[config.mk]
export PLATFORM = sky130hd
export DESIGN_NAME = register_access_arbiter
export DESIGN_NICKNAME = d
export VERILOG_FILES = /design/src/rtl/register_access_arbiter.sv
export SDC_FILE = /design/constraint.sdc
export NUM_CORES = 1
export LEC_CHECK = 0
export CORE_MARGIN = 5
export CORE_UTILIZATION = 36
export CTS_CLUSTER_SIZE = 24
export DETAILED_ROUTE_END_ITERATION = 16
export GPL_TIMING_DRIVEN = 0
export PLACE_DENSITY_LB_ADDON = 0.2
export SYNTH_ARGS = -nofsm -noshare
export SYNTH_HDL_FRONTEND = slang
export SYNTH_SLANG_ARGS = --single-unit
[constraint.sdc]
create_clock -name clk -period 1.8 [get_ports clk]
set_input_delay 0.18 -clock clk [delete_from_list [all_inputs] [get_ports clk]]
set_output_delay 0.18 -clock clk [all_outputs]
set_load 0.1 [all_outputs]
[src/rtl/register_access_arbiter.sv]
// register_access_arbiter
//   Round-robin arbiter/sequencer that lets N_REQ requesters share one register.
//   Each granted operation drives reg_ctrl with LD or INC for exactly one cycle
//   (ISSUE). The next cycle (COMPLETE) acks the requester and returns the
//   post-operation register value.
// Ports:
//   clk, async_reset         clock; synchronous active-high reset
//   req/req_load/req_data    per-requester request, op select (1=load), load data
//   ack, grant               one-hot completion pulse, one-hot current owner
//   rd_data                  register value after the acked op, held to next ack
//   busy                     high in ISSUE and COMPLETE
//   reg_ctrl/reg_data_input  command and data to the shared register
//   reg_data_output          current value of the shared register
module register_access_arbiter #(
   parameter int unsigned WIDTH          = 8,
   parameter int unsigned N_REQ          = 4,
   parameter int unsigned REG_CTRL_WIDTH = 2,
   parameter logic [REG_CTRL_WIDTH-1:0] REG_CTRL_NOP = REG_CTRL_WIDTH'(0),
   parameter logic [REG_CTRL_WIDTH-1:0] REG_CTRL_LD  = REG_CTRL_WIDTH'(1),
   parameter logic [REG_CTRL_WIDTH-1:0] REG_CTRL_INC = REG_CTRL_WIDTH'(2)
) (
   input  logic                      clk,
   input  logic                      async_reset,
   input  logic [N_REQ-1:0]          req,
   input  logic [N_REQ-1:0]          req_load,
   input  logic [N_REQ*WIDTH-1:0]    req_data,
   output logic [N_REQ-1:0]          ack,
   output logic [N_REQ-1:0]          grant,
   output logic [WIDTH-1:0]          rd_data,
   output logic                      busy,
   output logic [REG_CTRL_WIDTH-1:0] reg_ctrl,
   output logic [WIDTH-1:0]          reg_data_input,
   input  logic [WIDTH-1:0]          reg_data_output
);

   localparam int unsigned IDX_W = (N_REQ > 1) ? $clog2(N_REQ) : 1;

   typedef enum logic [1:0] {
      S_IDLE     = 2'd0,
      S_ISSUE    = 2'd1,
      S_COMPLETE = 2'd2
   } state_t;

   state_t                    state_q, state_d;
   logic [IDX_W-1:0]          last_q, last_d;
   logic [N_REQ-1:0]          grant_q, grant_d;
   logic [N_REQ-1:0]          ack_q, ack_d;
   logic                      busy_q, busy_d;
   logic [REG_CTRL_WIDTH-1:0] ctrl_q, ctrl_d;
   logic [WIDTH-1:0]          din_q, din_d;
   logic [WIDTH-1:0]          rd_q, rd_d;

   logic [N_REQ-1:0]          cand;
   logic [IDX_W-1:0]          cand_idx;
   logic [IDX_W-1:0]          win_idx;
   logic                      win_found;

   // The owner being acked may still hold req in the COMPLETE cycle; skip it.
   assign cand = req & ~((state_q == S_COMPLETE) ? grant_q : '0);

   // Round-robin search starting just after the last granted index.
   always_comb begin
      win_found = 1'b0;
      win_idx   = '0;
      cand_idx  = '0;
      for (int unsigned k = 1; k <= N_REQ; k++) begin
         cand_idx = IDX_W'((32'(last_q) + k) % N_REQ);
         if (!win_found && cand[cand_idx]) begin
            win_found = 1'b1;
            win_idx   = cand_idx;
         end
      end
   end

   // Next-state and registered-output logic.
   always_comb begin
      state_d = state_q;
      last_d  = last_q;
      grant_d = grant_q;
      ack_d   = '0;
      busy_d  = busy_q;
      ctrl_d  = REG_CTRL_NOP;
      din_d   = din_q;
      rd_d    = rd_q;

      case (state_q)
         S_IDLE: begin
            grant_d = '0;
            busy_d  = 1'b0;
            if (win_found) begin
               state_d = S_ISSUE;
               grant_d = N_REQ'(1) << win_idx;
               last_d  = win_idx;
               busy_d  = 1'b1;
               ctrl_d  = req_load[win_idx] ? REG_CTRL_LD : REG_CTRL_INC;
               din_d   = req_data[32'(win_idx)*WIDTH +: WIDTH];
            end
         end
         S_ISSUE: begin
            state_d = S_COMPLETE;
            ack_d   = grant_q;
            busy_d  = 1'b1;
         end
         S_COMPLETE: begin
            rd_d = reg_data_output;
            if (win_found) begin
               state_d = S_ISSUE;
               grant_d = N_REQ'(1) << win_idx;
               last_d  = win_idx;
               busy_d  = 1'b1;
               ctrl_d  = req_load[win_idx] ? REG_CTRL_LD : REG_CTRL_INC;
               din_d   = req_data[32'(win_idx)*WIDTH +: WIDTH];
            end else begin
               state_d = S_IDLE;
               grant_d = '0;
               busy_d  = 1'b0;
            end
         end
         default: begin
            state_d = S_IDLE;
            grant_d = '0;
            busy_d  = 1'b0;
         end
      endcase
   end

   // State and output registers.
   always_ff @(posedge clk) begin
      if (async_reset) begin
         state_q <= S_IDLE;
         last_q  <= IDX_W'(N_REQ - 1);
         grant_q <= '0;
         ack_q   <= '0;
         busy_q  <= 1'b0;
         ctrl_q  <= REG_CTRL_NOP;
         din_q   <= '0;
         rd_q    <= '0;
      end else begin
         state_q <= state_d;
         last_q  <= last_d;
         grant_q <= grant_d;
         ack_q   <= ack_d;
         busy_q  <= busy_d;
         ctrl_q  <= ctrl_d;
         din_q   <= din_d;
         rd_q    <= rd_d;
      end
   end

   // The register updates on the edge ending ISSUE, so its output already holds
   // the result during COMPLETE; show it directly then, the held copy otherwise.
   assign rd_data        = (state_q == S_COMPLETE) ? reg_data_output : rd_q;
   assign ack            = ack_q;
   assign grant          = grant_q;
   assign busy           = busy_q;
   assign reg_ctrl       = ctrl_q;
   assign reg_data_input = din_q;

endmodule

; ---- Word-level counts from Yosys, hierarchy flattened
; Index checks and enable logic that the tools add are counted.
[word_totals]
reg_bits = 31
latchBits = 0
ramBits = 0
mem_bits_ro = 0
in_bits = 50
output_inout_bits = 27
elab_cells = 66
memories = 0
[classes]
add_sub_neg = 4
n_mul = 0
div = 0
magnitude_cmp = 5
eq_ne = 3
n_shift = 2
muxes = 28
bitwise_logic = 5
reduce_logical = 11
[op_table]
columns = cell, n
row1 = 32-bit by 6-bit variable part select with 8-bit output, 1
row2 = 2-bit by 3-bit < comparator with 1-bit output (second input constant), 5
row3 = 2-bit two-way mux, 6
row4 = 1-bit two-way mux, 11
row5 = 1-bit binary-select mux with 2-bit select, 5
row6 = 4-bit two-way mux, 2
row7 = 8-bit two-way mux, 1
row8 = 4-bit one-hot mux with 2 select lines, 1
row9 = 2-bit one-hot mux with 3 select lines, 1
row10 = 2-bit by 1-bit adder with 2-bit output (second input constant), 2
row11 = 2-bit adder (second input constant), 2
row12 = 4-bit AND, 1
row13 = 4-bit NOT, 1
row14 = 2-bit OR reduction, 2
row15 = 1-bit by 2-bit << shifter with 4-bit output (first input constant), 1
row16 = 1-bit logical AND, 3
row17 = 1-bit zero test, 3
row18 = 1-bit NOT, 3
row19 = 3-bit OR reduction, 1
row20 = 2-bit by 1-bit == test with 1-bit output (second input constant), 1
row21 = 2-bit == test (second input constant), 1
row22 = 2-bit zero test, 1
row23 = 2-bit inequality test (second input constant), 1
row24 = 1-bit one-hot mux with 2 select lines, 1
row25 = 2-bit AND reduction, 1

; ---- Depth between registers and ports, before layout
[depth]
depth_word = 19
ltp_mapped = 8
ltp_nobuf = 6

; ---- Least setup slack after synthesis
; No wires, ideal clock.
[synth_path]
kind = register -> register
startpoint = reg grant_q[0] (netlist: grant[0])
endpoint = reg ctrl_q[0] (netlist: reg_ctrl[0])
setup_ns = 0.115
t_arrival_ns = 2.333
required_ns = 1.685
setup_slack_ns = -0.648
path_stages_with_launch = 7
n_path_buf = 0
synth_period_minus_slack_ns = 2.448
cell_sequence = dfxtp_1 > nand3b_1 > a311oi_2 > o22ai_2 > and2_0 > a2111o_1 > and2_1
[synth_via]
elab_chain_cells = 18
word_cells_on_any_way = 30
classes_between = 20 x mux / 3 x bitwise / 7 x reduce/logical
[synth_rtl]
columns = item, line
row1 = "start, declared", 46  ; logic [N_REQ-1:0] grant_q, grant_d;
row2 = "start signal, assigned", 141  ; grant_q <= grant_d;
row3 = 4-bit two-way mux *, 59  ; assign cand = req & ~((state_q == S_COMPLETE) ? grant_q : '0);
row4 = 4-bit NOT *, 59
row5 = 4-bit AND *, 59
row6 = 1-bit binary-select mux with 2-bit select, 68  ; if (!win_found && cand[cand_idx]) begin
row7 = 1-bit two-way mux (implied by the code), 68
row8 = 1-bit two-way mux, 68
row9 = 1-bit zero test, 68
row10 = 1-bit logical AND, 68
row11 = [2 not listed], n/a
row12 = 1-bit logical AND, 68
row13 = 1-bit two-way mux, 68
row14 = 1-bit zero test, 68
row15 = 1-bit logical AND, 68
row16 = 2-bit two-way mux, 68
row17 = 1-bit binary-select mux with 2-bit select, "95, 111"
row18 = 1-bit two-way mux (implied by the code), "95, 111"
row19 = 2-bit two-way mux, "95, 111"
row20 = "end signal, assigned", 144  ; ctrl_q <= ctrl_d;
row21 = "end, declared", 49  ; logic [REG_CTRL_WIDTH-1:0] ctrl_q, ctrl_d;
; Every way passes the cells marked *; elsewhere a longest branch is shown, timed or not. The select of a mux whose other input is x is not followed.
; A chain may end at the register's enable or synchronous reset.

; ---- Worst setup path after layout
[layout_path]
startpoint = reg state_q[1]
endpoint = reg din_q[2] (netlist: reg_data_input[2])
[layout_via]
elab_chain_cells = 17
word_cells_on_any_way = 30
classes_between = 1 x eq/ne / 1 x shift / 17 x mux / 2 x bitwise / 9 x reduce/logical
[layout_rtl]
columns = item, line
row1 = "start, declared", 44  ; state_t state_q, state_d;
row2 = "start signal, assigned", 139  ; state_q <= state_d;
row3 = 2-bit == test, "59, 86"
row4 = 4-bit two-way mux, 59
row5 = 4-bit NOT, 59
row6 = 4-bit AND, 59
row7 = 1-bit binary-select mux with 2-bit select, 68
row8 = 1-bit two-way mux (implied by the code), 68
row9 = 1-bit two-way mux, 68
row10 = 1-bit zero test, 68
row11 = 1-bit logical AND, 68
row12 = 1-bit two-way mux, 68
row13 = 1-bit zero test, 68
row14 = 1-bit logical AND, 68
row15 = 1-bit two-way mux, 68
row16 = 1-bit zero test, 68
row17 = 1-bit logical AND, 68
row18 = 2-bit two-way mux / 1-bit two-way mux (equally long branches), 68
row19 = 32-bit by 6-bit variable part select with 8-bit output / 2-bit AND reduction (equally long branches), n/a
row20 = "end signal, assigned", 145  ; din_q <= din_d;
row21 = "end, declared", 50  ; logic [WIDTH-1:0] din_q, din_d;
; Parallel ways exist; a longest one is shown, timed or not. The select of a mux whose other input is x is not followed.

==> metrics.txt <==
# TYPE chip_impl_metric gauge
chip_impl_metric{name="detailedRoute.firstIterationViolations",unit=""} 41
chip_impl_info{name="endpoint_kind",value="flip-flop"} 1
chip_impl_metric{name="antenna_violations_before_repair",unit=""} 0
chip_impl_metric{name="power-per-cell-area",unit="nW/µm²"} 854
chip_impl_info{name="startpoint_type",value="flip-flop"} 1
chip_impl_metric{name="synth.ff_latch_count",unit=""} 31
chip_impl_metric{name="tightestPinTransition",unit="ps"} 975
chip_impl_metric{name="cts_hold_buffers",unit=""} 0
chip_impl_metric{name="ctsLongestPathBuffers",unit=""} 2
chip_impl_metric{name="antenna-diode-count",unit=""} 0
chip_impl_metric{name="core_rows",unit=""} 24
chip_impl_metric{name="synthesis.area",unit="µm²"} 1580
chip_impl_metric{name="multi_input_area",unit="µm²"} 1030
chip_impl_info{name="crit_type",value="reg -> reg"} 1
chip_impl_metric{name="final.setup.worst_slack",unit="ps"} -163
chip_impl_metric{name="route.vias.total",unit=""} 1705
chip_impl_metric{name="maximum_fanout_along_the_worst_path",unit=""} 6
chip_impl_metric{name="regToRegSetupSlack",unit="ps"} -160
chip_impl_metric{name="holdWs",unit="ps"} 482
chip_impl_metric{name="initial_core_util",unit="%"} 36.7
chip_impl_metric{name="die_w",unit="µm"} 76.2
chip_impl_metric{name="use_met1",unit="%"} 21.7
chip_impl_info{name="worstReg2RegStart",value="state_q[1]"} 1
chip_impl_metric{name="finalHoldViolations",unit=""} 0
chip_impl_info{name="timing.critical_path.cells",value="nor2b_4 > buf_6 > a21o_4 > a311oi_4 > o22a_1 > buf_6 > nand3_2 > a311oi_1"} 1
chip_impl_metric{name="synth.distinct_cells",unit=""} 40
chip_impl_metric{name="io_buffer_count",unit=""} 76
chip_impl_info{name="layout_common_cells",value="sky130_fd_sc_hd__clkdlybuf4s50_1, sky130_fd_sc_hd__dfxtp_1, sky130_fd_sc_hd__nand2_1, sky130_fd_sc_hd__dlygate4sd2_1, sky130_fd_sc_hd__buf_6"} 1
chip_impl_info{name="slowest_stage",value="sky130_fd_sc_hd__dfxtp_4"} 1
chip_impl_info{name="violations_in_the_final_reports",value="setup timing"} 1
chip_impl_info{name="min-delay-start",value="req_data[26]"} 1
chip_impl_metric{name="max_clock_freq",unit="MHz"} 509
chip_impl_metric{name="finalWirelength",unit="mm"} 5.00
chip_impl_info{name="cell_occurring_most_often_along_the_worst_timing_path",value="sky130_fd_sc_hd__buf_6"} 1
chip_impl_metric{name="first_global_vias",unit=""} 1746
chip_impl_metric{name="worst_path_clk_slew",unit="ps"} 70
chip_impl_metric{name="grt_start_max_net_pins",unit=""} 11
chip_impl_metric{name="setup_viol",unit=""} 11
chip_impl_info{name="hold_class",value="in -> reg"} 1
chip_impl_metric{name="worst-endpoint-required",unit="ps"} 2000
chip_impl_metric{name="avgViaCountPerCell",unit=""} 5.20
chip_impl_metric{name="synth-edff-count",unit=""} 0
chip_impl_metric{name="routed_wire_length_per_instance",unit="µm"} 15.3
chip_impl_metric{name="globalplace.congestion",unit=""} 0.788
chip_impl_metric{name="fp.dieArea",unit="µm²"} 5800
chip_impl_metric{name="report.power.total",unit="mW"} 2.34
chip_impl_metric{name="clock-skew-final",unit="ps"} 3.10
chip_impl_metric{name="layout.cell_area.non_filler",unit="µm²"} 2740
chip_impl_info{name="setup_repair_after_global_routing_missed_its_margin",value="yes"} 1
chip_impl_metric{name="timing.slew.headroom",unit="%"} 35.3
chip_impl_metric{name="drt_pre_antenna_iters",unit=""} 4
chip_impl_metric{name="final_antenna_net_count",unit=""} 0
chip_impl_metric{name="synth-async-reset-ratio",unit="%"} 0
chip_impl_metric{name="critical_path_arrival",unit="ps"} 2160
chip_impl_metric{name="instance_count_of_the_mapped_netlist",unit=""} 181
chip_impl_metric{name="clock_buffer_count_from_cts",unit=""} 5
chip_impl_metric{name="nets",unit=""} 325
chip_impl_metric{name="ys_seq_area_share",unit="%"} 39.4
chip_impl_info{name="clock_tree_from_tritoncts",value="built"} 1
chip_impl_metric{name="placedInstanceArea",unit="µm²"} 2450
chip_impl_metric{name="timing_max_transition_violations_final",unit=""} 0
chip_impl_metric{name="power.ir.vdd_worst",unit="mV"} 0.622
chip_impl_metric{name="count_of_h_tree_levels_built_during_cts",unit=""} 2
chip_impl_metric{name="numClockSinks",unit=""} 31
chip_impl_info{name="ys_dominant_reg_cell",value="sky130_fd_sc_hd__dfxtp_1"} 1
chip_impl_metric{name="layout.filler_cells",unit=""} 377
chip_impl_metric{name="cpPeakStageDelay",unit="ps"} 360
chip_impl_metric{name="track_usage",unit="%"} 17.5
chip_impl_info{name="global_route.peak_usage_layer",value="met2"} 1
chip_impl_metric{name="grt_first_pass_wirelength",unit="mm"} 8.44
chip_impl_metric{name="final.period_utilization",unit="%"} 109
chip_impl_metric{name="sequential_cell_area",unit="µm²"} 638
chip_impl_metric{name="grt_use_met3",unit="%"} 5.44
chip_impl_metric{name="post_layout_minimum_cycle_time",unit="ps"} 1960
chip_impl_metric{name="post_route_cells_drive_above_1_share",unit="%"} 28.6
chip_impl_metric{name="syn_avg_cell_area",unit="µm²"} 8.71
chip_impl_metric{name="gr-total-overflow",unit=""} 0
chip_impl_metric{name="io-pin-count",unit=""} 77
chip_impl_info{name="layout_commonest_cell",value="sky130_fd_sc_hd__clkdlybuf4s50_1"} 1
chip_impl_metric{name="synthesis.yosys.warnings",unit=""} 0
chip_impl_metric{name="drc",unit=""} 0
chip_impl_info{name="crit_path_start",value="state_q[1]"} 1
chip_impl_metric{name="total_leakage_power",unit="nW"} 1.19
chip_impl_metric{name="m2_gr_usage",unit="%"} 28.7
chip_impl_metric{name="maxCapViolations",unit=""} 0
chip_impl_metric{name="worst_skew_pair.late_latency",unit="ps"} 290
chip_impl_metric{name="chipHeight",unit="µm"} 76.2
chip_impl_metric{name="floorplan.core_area",unit="µm²"} 4290
chip_impl_metric{name="syn-num-nets",unit=""} 231
chip_impl_metric{name="post-dp-hpwl",unit="mm"} 3.51
chip_impl_metric{name="layout-area-overhead-vs-synth",unit="%"} 73.9
chip_impl_info{name="outcome",value="finished with violations"} 1
chip_impl_info{name="clock-root-buffer",value="sky130_fd_sc_hd__clkbuf_8"} 1
## per-layer routing
layer | part of all wire [%] | wire length, µm
met3 | 7.7 | 387
met5 | 0 | 0
met2 | 47 | 2330
met4 | 1.3 | 65
met1 | 44 | 2220
## synthesized netlist by cell type (all sizes together) (2+ instances only)
| master | number | area, µm² |
|---|---|---|
| nand3 | 14 | 70.1 |
| a221oi | 6 | 52.6 |
| clkbuf | 4 | 15.0 |
| buf | 5 | 46.3 |
| nor3 | 4 | 30.0 |
| dfxtp | 31 | 621 |
| a21o | 6 | 45.0 |
| nand2b | 5 | 31.3 |
| nor2 | 14 | 52.6 |
| nand2 | 31 | 116 |
| o21a | 2 | 15.0 |
| and2 | 6 | 37.5 |
| a211oi | 3 | 22.5 |
| and3b | 2 | 17.5 |
| a311oi | 10 | 100 |
| o22ai | 2 | 25.0 |
| inv | 4 | 15.0 |
| nor2b | 9 | 63.8 |
| o31a | 2 | 17.5 |
| a21oi | 3 | 15.0 |
| nand3b | 5 | 37.5 |
## final cells by class
| class | instances | area share (%) |
|---|---|---|
| plain buffers | 8 | 2.37 |
| clock buffers | 7 | 3.15 |
| clock inverters | 1 | 0.183 |
| inverters | 4 | 0.548 |
| multi-input cells | 137 | 37.5 |
| flip-flops and latches | 31 | 23.3 |
| well taps | 52 | 2.37 |
| repair buffers | 88 | 30.6 |
## flip-flops by register name, summed over array words and instances, names as in the netlist
name and flops:
ack 4, busy 1, grant 4, last_q 2
rd_q 8, reg_ctrl 2, reg_data_input 8, state_q 2
## timing repair
action                     in CTS  in global routing
gates resized for setup        91                 14
pin swaps                      24                  5
setup endpoints to repair      39                 19
setup buffers                  10                  1
gates cloned                    1                  0
## worst max-delay path, delay by kind of cell (launching register included)
family / cells / cell delay (ps)
buffers and inverters: 2 / 280
DFF: 1 / 360
and+or+nand+nor: 2 / 200
AOI/OAI and AO/OA: 4 / 1050
## where the power goes
| group | internal (mW) | switching, mW | total [mW] | leakage, nW |
|---|---|---|---|---|
| Clock | 0.308 | 0.260 | 0.568 | 0.0482 |
| Sequential | 0.739 | 0.0360 | 0.775 | 0.258 |
| Combinational | 0.355 | 0.643 | 0.998 | 0.883 |
| Total | 1.40 | 0.940 | 2.34 | 1.19 |
## path summary, 6_finish.rpt
kind	depth (start not counted)	to
worst max-delay path	8	reg_data_input[2]
worst min-delay path	3	reg_data_input[2]
worst max register to register	8	reg_data_input[2]
worst min register to register	2	reg_data_input[7]
## stage by stage
step | worst slack (ps) | instances | setup TNS, ps | util (%)
CTS | -145 | 327 | -1230 | 62.5
detailed placement | -570 | 309 | -10970 | 57.0
global placement | -558 | 309 | -10890 | 57.0
floorplan | -96.0 | 181 | -114 | -
global route | -257 | 328 | -2430 | 63.8
finish | -163 | 328 | -1580 | 63.8
## logic make-up after synthesis
family	count (synthesis)	share of synthesized area [%]
flops	31	39.4
compound gates	43	25.0
buf+inv	13	4.84
simple gates	94	30.8
Power figures use the tool's default switching activity.
==> RTL change: new RTL, same settings <==
Change the parameter `WIDTH` from 8 to 10.
--- a/src/rtl/register_access_arbiter.sv
+++ b/src/rtl/register_access_arbiter.sv
@@ -12,7 +12,7 @@
 //   reg_ctrl/reg_data_input  command and data to the shared register
 //   reg_data_output          current value of the shared register
 module register_access_arbiter #(
-   parameter int unsigned WIDTH          = 8,
+   parameter int unsigned WIDTH          = 10,
    parameter int unsigned N_REQ          = 4,
    parameter int unsigned REG_CTRL_WIDTH = 2,
    parameter logic [REG_CTRL_WIDTH-1:0] REG_CTRL_NOP = REG_CTRL_WIDTH'(0),
Ports: changed (resized rd_data, reg_data_input, reg_data_output and req_data); port bits go from 77 to 91. No check against the original RTL was run, so the function may have changed too.
==> RTL change against the unedited design <==
The flow still finishes with violations (negative setup slack). Core utilization is 2.7 points higher. Hold slack better by 0.037 ns. Area after synthesis is 8.2% higher. Highest routed layer unchanged. Wire length is 5.2% higher. Combinational power is 28% higher. Sequential power is 15% higher. Design area is 13% higher. Non-clock buffer count is 14 higher. Worst setup slack worse by 0.062 ns. Total power is 22% higher. Critical path depth is 1 lower. Sequential cell count is 4 higher.
==> RTL change: results (changes against the unedited design) <==
* Final WS setup at -0.225 ns (-0.0621 ns)
* Crit end category: flop
* Minimum hold slack at 0.519 ns (+0.0366 ns)
* Pin count of the biggest net entering global routing at 12 (+1)
* Nets at 353 (+8.6%)
* Synth Area in Compound Gates at 0.200 (-0.0504)
* Post-Route Skew at 0.00536 ns (+0.00226 ns)
* Final WL at 5.26 mm (+5.2%)
* Yosys cell types at 37 (-7.5%)
* Startpoint Class: flop
* Maximum vdd ir drop at 0.401 mV (-36%)
* Synth cell count leaders: dfxtp_1, nand2_1, mux2i_1, o21bai_1
* Mapped Nets at 244 (+5.6%)
* Synth top area cells: dfxtp_1, mux2i_1, nand2_1, o21bai_1, a221oi_1
* GPL Wtd Cong at 0.805 (+2.2%)
* Xor/xnor cell area share of the yosys netlist at 0 (unchanged)
* Worst Path Arrival at 2.18 ns (+0.02 ns)
* Slowest stage cell, crit path: or4b_4
* Setup TNS at -2.64 ns (-1.06 ns)
* First-pass GRT wire length at 8.07 mm (-4.3%)
* Post-Synthesis Cells at 184 (+1.7%)
* Hold depth at 1 (-2)
* Final setup fails at 18 (+7)
* Run status: finished with violations
* Vias in the first global route at 1738 (-0.46%)
* HPWL after detailed placement at 3.81 mm (+8.6%)
* Worst-path maximum fanout at 8 (+2)
* Router iterations before antenna repair at 4 (unchanged)
* Static leakage at 1.39 nW (+17%)
* Final Hold Vio Count at 0 (unchanged)
* Clock latency on the worst-skew pair at around 0.28 ns
* Hold Crit Start: grant[2]$_SDFFE_PP0P_
* Sw Share at 0.393 (-0.00786)
* Number of fill cells in the layout at 371 (-1.6%)
* Post-synthesis mux area share at 0.129 (+0.129)
* Sequential area share after synthesis at 0.411 (+0.0172)
* Avg WL per Cell at 15.1 um (-0.83%)
* HP Class: flop to flop
* Failing checks: negative setup slack
* Iter 0 DRT Violations at 102 (+150%)
* Port Buf Inserts at 90 (+18%)
* Fraction of layout cells with a size suffix above 1 at 0.262 (-0.0243)
* Gr usage total at 0.164 (-0.0106)
* CP delay by family, top: simple AND/OR/NAND/NOR gates
* Hold endpoint: ack[2]$_SDFF_PP0_
* Placement Setup Slack at -0.865 ns (-0.295 ns)
* Worst-margin pin slew at 1.02 ns (+0.0475 ns)
* Worst path max stage delay at 0.51 ns (+0.15 ns)
* Inst Count DP at 328 (+6.1%)
* R2R cell count at 7 (-1)
* Worst R2R End: reg_data_input[0]$_SDFFE_PP0P_
* Area of placed instances at 0.00275 mm^2 (+12%)
* Vias/cell at 5.11 (-1.8%)
-- RTL change: what timing repair did --
action | 4_1_cts | 5_1_grt
pin swaps | 5 | 13
buffers inserted | 8 | 4
gates resized for setup | 116 | 10
setup endpoints to repair | 50 | 29
hold buffers | 0 | 0
gates cloned | 1 | 1
-- RTL change: final cells by class --
class | instances | area [um^2] | share of cell area
buffer | 7 | 73.8 | 0.0238
sequential | 35 | 718 | 0.231
tap | 54 | 67.6 | 0.0218
inverter | 4 | 15.0 | 0.00484
timing repair buffer | 103 | 1040 | 0.335
clock buffer | 5 | 68.8 | 0.0222
clock inverter | 3 | 38.8 | 0.0125
multi-input combinational | 137 | 1080 | 0.349
-- RTL change: worst register-to-register path: cells and delay by family, from the launching register on --
kind	cells	cell delay (ns)
flip-flops	1	0.37
buffers and inverters	1	0.17
AND/OR/NAND/NOR	3	0.88
AO/OA/AOI/OAI	2	0.24
multiplexers	1	0.23
-- RTL change: cells by family (layout without fill, tap and decap cells) --
logic type / Yosys count / count (layout)
mux: 22 / 22
compound gates: 43 / 43
simple gates: 72 / 72
flops: 35 / 35
buf+inv: 12 / 122
-- RTL change: power groups by stage --
| stage | combinational [mW] | clock (mW) | sequential (mW) |
|---|---|---|---|
| after floorplan | 0.427 | 0 | 1.29 |
| after global placement | 1.15 | 0 | 0.907 |
| after detailed placement | 1.15 | 0 | 0.911 |
| after CTS | 1.22 | 0.702 | 0.891 |
| after global routing | 1.33 | 0.738 | 0.902 |
| final | 1.28 | 0.682 | 0.891 |
-- RTL change: routing by layer --
metal  track usage  routed length (um)
met5             0                   0
met4        0.0636                  78
met3        0.0692                 565
met2         0.270                2510
met1         0.190                2110
